**src/rtl/mem_port_arbiter.sv**
```systemverilog
// Two-requester round-robin arbiter for the single-port vector data memory,
// with optional bus locking bounded by MAX_LOCK and a registered read response.
module mem_port_arbiter #(
  parameter int ADDRESS_WIDTH = 32,
  parameter int DATA_WIDTH    = 114,
  parameter int MAX_LOCK      = 16
) (
  input  logic                     clk,
  input  logic                     reset_n,
  input  logic                     req0_valid,
  input  logic                     req0_we,
  input  logic                     req0_lock,
  input  logic [ADDRESS_WIDTH-1:0] req0_addr,
  input  logic [DATA_WIDTH-1:0]    req0_wdata,
  output logic                     req0_ready,
  output logic                     rsp0_valid,
  output logic [DATA_WIDTH-1:0]    rsp0_data,
  input  logic                     req1_valid,
  input  logic                     req1_we,
  input  logic                     req1_lock,
  input  logic [ADDRESS_WIDTH-1:0] req1_addr,
  input  logic [DATA_WIDTH-1:0]    req1_wdata,
  output logic                     req1_ready,
  output logic                     rsp1_valid,
  output logic [DATA_WIDTH-1:0]    rsp1_data,
  output logic                     mem_we,
  output logic [ADDRESS_WIDTH-1:0] mem_read_addr,
  output logic [ADDRESS_WIDTH-1:0] mem_write_addr,
  output logic [DATA_WIDTH-1:0]    mem_wdata,
  input  logic [DATA_WIDTH-1:0]    mem_rdata
);

  localparam int CNT_W = $clog2(MAX_LOCK + 1);
  localparam logic [CNT_W-1:0] CNT_MAX = CNT_W'(MAX_LOCK);

  logic                  last_q, last_d;
  logic                  owner_q, owner_d;
  logic                  owner_vld_q, owner_vld_d;
  logic [CNT_W-1:0]      lock_cnt_q, lock_cnt_d;
  logic                  rsp0_vld_q, rsp0_vld_d;
  logic                  rsp1_vld_q, rsp1_vld_d;
  logic [DATA_WIDTH-1:0] rsp0_data_q, rsp0_data_d;
  logic [DATA_WIDTH-1:0] rsp1_data_q, rsp1_data_d;

  logic                     owner_req_vld;
  logic                     lock_held;
  logic                     gnt_vld;
  logic                     gnt_sel;
  logic                     gnt_we;
  logic                     gnt_lock;
  logic                     other_vld;
  logic [ADDRESS_WIDTH-1:0] gnt_addr;
  logic [DATA_WIDTH-1:0]    gnt_wdata;

  // A lock only counts while its owner is still requesting; an owner that drops
  // valid releases the bus in the same cycle, so a lone requester always wins.
  always_comb begin
    owner_req_vld = owner_q ? req1_valid : req0_valid;
    lock_held     = owner_vld_q & owner_req_vld;
    gnt_vld       = reset_n & (req0_valid | req1_valid);
    gnt_sel       = req1_valid;
    if (req0_valid & req1_valid) begin
      if (lock_held) begin
        gnt_sel = (lock_cnt_q == CNT_MAX) ? ~owner_q : owner_q;
      end else begin
        gnt_sel = ~last_q;
      end
    end
    gnt_we    = gnt_sel ? req1_we    : req0_we;
    gnt_lock  = gnt_sel ? req1_lock  : req0_lock;
    gnt_addr  = gnt_sel ? req1_addr  : req0_addr;
    gnt_wdata = gnt_sel ? req1_wdata : req0_wdata;
    other_vld = gnt_sel ? req0_valid : req1_valid;
  end

  assign req0_ready     = gnt_vld & ~gnt_sel;
  assign req1_ready     = gnt_vld &  gnt_sel;
  assign mem_we         = gnt_vld & gnt_we;
  assign mem_read_addr  = gnt_vld ? gnt_addr  : '0;
  assign mem_write_addr = gnt_vld ? gnt_addr  : '0;
  assign mem_wdata      = gnt_vld ? gnt_wdata : '0;

  always_comb begin
    last_d      = last_q;
    owner_d     = owner_q;
    owner_vld_d = 1'b0;
    lock_cnt_d  = '0;
    rsp0_vld_d  = 1'b0;
    rsp1_vld_d  = 1'b0;
    rsp0_data_d = rsp0_data_q;
    rsp1_data_d = rsp1_data_q;
    if (gnt_vld) begin
      last_d = gnt_sel;
      if (gnt_lock) begin
        owner_d     = gnt_sel;
        owner_vld_d = 1'b1;
      end
      // Count only contested grants that keep the same owner locked.
      if (lock_held && (gnt_sel == owner_q) && gnt_lock && other_vld) begin
        lock_cnt_d = (lock_cnt_q == CNT_MAX) ? CNT_MAX : lock_cnt_q + CNT_W'(1);
      end
      if (!gnt_we) begin
        if (gnt_sel) begin
          rsp1_vld_d  = 1'b1;
          rsp1_data_d = mem_rdata;
        end else begin
          rsp0_vld_d  = 1'b1;
          rsp0_data_d = mem_rdata;
        end
      end
    end
  end

  always_ff @(posedge clk or negedge reset_n) begin
    if (!reset_n) begin
      last_q      <= 1'b1;
      owner_q     <= 1'b0;
      owner_vld_q <= 1'b0;
      lock_cnt_q  <= '0;
      rsp0_vld_q  <= 1'b0;
      rsp1_vld_q  <= 1'b0;
      rsp0_data_q <= '0;
      rsp1_data_q <= '0;
    end else begin
      last_q      <= last_d;
      owner_q     <= owner_d;
      owner_vld_q <= owner_vld_d;
      lock_cnt_q  <= lock_cnt_d;
      rsp0_vld_q  <= rsp0_vld_d;
      rsp1_vld_q  <= rsp1_vld_d;
      rsp0_data_q <= rsp0_data_d;
      rsp1_data_q <= rsp1_data_d;
    end
  end

  assign rsp0_valid = rsp0_vld_q;
  assign rsp1_valid = rsp1_vld_q;
  assign rsp0_data  = rsp0_data_q;
  assign rsp1_data  = rsp1_data_q;

endmodule

```
**config.mk**
```make
export PLATFORM = sky130hd
export DESIGN_NAME = mem_port_arbiter
export DESIGN_NICKNAME = d
export VERILOG_FILES = /design/src/rtl/mem_port_arbiter.sv
export SDC_FILE = /design/constraint.sdc
export NUM_CORES = 1
export LEC_CHECK = 0
export CAP_MARGIN = 20
export CORE_AREA = 8 8 319 321
export CTS_CLUSTER_DIAMETER = 50
export DETAILED_ROUTE_END_ITERATION = 6
export DIE_AREA = 0 0 327 329
export DONT_BUFFER_PORTS = 1
export GPL_ROUTABILITY_DRIVEN = 0
export REMOVE_ABC_BUFFERS = 1
export SLEW_MARGIN = 0
export SYNTH_ARGS = -nofsm -noshare
export SYNTH_HDL_FRONTEND = slang
export SYNTH_SLANG_ARGS = --single-unit
export TNS_END_PERCENT = 5
```
**constraint.sdc**
```tcl
create_clock -name clk -period 3.6 [get_ports clk]
set_input_delay 0.72 -clock clk [delete_from_list [all_inputs] [get_ports clk]]
set_output_delay 0.72 -clock clk [all_outputs]
set_load 0.02 [all_outputs]
```
==> impl_metrics.toml <==
[run_status]
status = "finished with violations"
violations = "negative hold slack"

[detailed_routing]
wl_per_cell_um = 34.5
wl_um = 72600
drc = 0
detail_route.first_pass.iterations = 5
drtAntennaViolNets = 0
first_iter_violations = 392
avgViaCountPerCell = 3.62
vias = 7619

[yosys]
synthTopCellsByArea = "dfrtp_1 (56%), mux2_2 (19%), a22o_1 (12%)"
synth-edff-count = 0
netlist_top_cells_count = "dfrtp_1 (237), mux2_2 (180), a22o_1 (146), mux2_1 (49), buf_4 (38)"
yosysUniqueCellTypes = 33
yosysTopAreaCell = "dfrtp_1"
synth_ff_type = "dfrtp_1"
yosys.area.top_type_share = 0.557
synth_warnings = 0
ys_ff_latch = 238
synth_area_sq_um = 10700
synth.most_common_cell = "dfrtp_1"
postSynthAreaPerCell_sq_um = 14.3
synth_seq_area_share = 0.559
async_reset_ff_frac = 1.00
netlist_instances = 746

[global_route]
grt_util_all_layers = 0.125
antenna_found_initial = 105
grt_max_degree = 245
grt_pass1_vias = 7475
grt_remaining_overflow = 0
grt_pass1_wl_um = 88600

[setup_path]
r2r-end = "rsp1_data[47]$_DFFE_PN0P_"
path_max_fanout = 14
path_class = "flip-flop to primary output"
required_ps = 2880
critical_path_arrival_ps = 2800
worstReg2RegStart = "lock_cnt_q[0]$_DFF_PN0_"
critPathLaunchType = "flip-flop"
reg2reg_depth = 9
reg2reg_slack_ps = 720
endpoint_kind = "primary output"

[timing]
fin_ws_ps = 76.6
finalHoldViolCount = 237
period_minus_slack_ps = 3520
maxSlewViolCount = 0
fin_crit_sh = 0.979
relSlewSlack = 0.613
max_freq_mhz = 284
setup_viol_count_final = 0
skew_ps = 35.9
holdWs_ps = -175
grt_setup_unrepaired = "true"
worstMarginPinSlew_ps = 582

[clocking]
h-tree-depth = 1
cts_made_buffers = 28
clockBufferDepth = 3
cts_tree = "built"
cts.sinks = 238
cts_root_buf = "clkbuf_16"
clkLatencyLatePin_ps = 590
cts.reportedPaths.clkPinSlew_ps = 60

[finish]
syn2layout_area_growth_pct = 30.1
nets = 1174
layout-drive-gt1-share = 0.413
seqCellArea_sq_um = 5960
multiInputGateArea_sq_um = 4250
design_area_sq_um = 13900
fillers = 10800

[placed_design]
pre_cts_slack_ps = 315
dp_hpwl_um = 63700
placed_cell_area_sq_um = 12500
io_buffer_count = 0

[floorplan]
core_sq_um = 97100
die_x_um = 327
io_pins = 825
initial_core_util = 0.110
die_area_sq_um = 108000
row_count = 115
die_y_um = 329

[power]
p_int_mw = 5.93
swShare = 0.363
p_sw_mw = 3.38
pwr-share-comb = 0.152
ir_drop_uv = 402
p_leak_nw = 5.46
p_clk_frac = 0.328
p_total_mw = 9.31
powerDensity_nw_per_um2 = 671
seqPwrFrac = 0.520

[job]
maxCapViolCount = 0

[worst_hold_path]
hold_path.class = "primary input to asynchronous set/reset pin"
[cells in the final DEF (no fill, tap or decap), drive strengths merged, types with 2 or more instances in the layout]
| cell | n |
|---|---|
| and3 | 4 |
| clkbuf | 33 |
| nand2 | 4 |
| o21ai | 3 |
| nand3 | 3 |
| bufinv | 4 |
| diode | 39 |
| a21oi | 7 |
| clkinv | 11 |
| dfrtp | 237 |
| xor2 | 2 |
| mux2i | 2 |
| inv | 5 |
| nor2 | 3 |
| ha | 2 |
| a22o | 146 |
| mux2 | 229 |
| nand4 | 2 |
| buf | 69 |
[state kept, by name (all words and copies together), names as in the netlist]
signal	cells
last_q	1
lock_cnt_q	5
owner_q	1
owner_vld_q	1
rsp0_data	114
rsp0_valid	1
rsp1_data	114
rsp1_valid	1
[routing by layer]
metal  global-route usage  routed length [um]  vias to the layer above
met5                    0                 541                        -
met4               0.0263                1780                       82
met3                0.140               16500                      200
met2                0.200               32600                      746
met1                0.105               21200                     3744
li1                     -                   -                     2847
[power by group through the flow]
stage | Combinational, mW | Clock [mW] | Sequential [mW]
final | 1.42 | 3.05 | 4.84
after global routing | 1.51 | 3.25 | 4.92
after CTS | 1.42 | 3.16 | 4.86
after detailed placement | 1.40 | 0 | 4.89
after global placement | 1.33 | 0 | 4.88
after floorplan | 1.10 | 0 | 4.58
[through the flow]
step / utilization / setup TNS [ps] / instances
floorplan: - / -1160600 / 657
global placement: 0.129 / 0 / 2001
detailed placement: 0.129 / 0 / 2001
CTS: 0.141 / -1.34 / 2063
global route: 0.142 / -71.7 / 2073
finish: 0.143 / 0 / 2104
[what timing repair did]
action                     CTS  global route
gates resized for setup      7            14
gates cloned                 2             0
pin swaps                    5             1
hold endpoints to repair   237           237
setup buffers               10             2
setup endpoints to repair  173            62
[layout make-up]
cell class / count / area share
diodes: 39 / 0.00704
clock buffers: 33 / 0.0548
clock inverters: 17 / 0.0196
inverters: 3 / 0.000812
multi-input cells: 418 / 0.307
flip-flops and latches: 238 / 0.430
well taps: 1287 / 0.116
repair buffers: 69 / 0.0656
[worst max path at each step]
stage                                       start               end  cells past startpoint
after global routing      lock_cnt_q[0]$_DFF_PN0_    mem_wdata[108]                     10
after detailed placement  lock_cnt_q[0]$_DFF_PN0_     mem_wdata[64]                      8
after floorplan                        req0_valid  mem_read_addr[0]                      4
final                     lock_cnt_q[0]$_DFF_PN0_    mem_wdata[108]                     10
after global placement    lock_cnt_q[0]$_DFF_PN0_     mem_wdata[64]                      8
after CTS                 lock_cnt_q[1]$_DFF_PN0_     mem_wdata[56]                      9
[kinds of logic after synthesis]
kind of cell,share of synthesized area
multiplexers,0.244
flip-flops,0.559
buffers and inverters,0.0522
AND/OR/NAND/NOR,0.0115
AO/OA/AOI/OAI,0.129
XOR/XNOR,0.00247
adder cells (fa/ha/maj),0.00235
[worst max-delay path, cell delays in order, from the launching register on]
cell and delay, ps:
dfrtp_1 390, inv_2 70, ha_1 150, and4bb_2 290, mux2i_4 290, buf_12 150
a21oi_4 50, buf_12 170, buf_4 180, buf_4 170, a22o_2 320
Power figures use the tool's default switching activity.
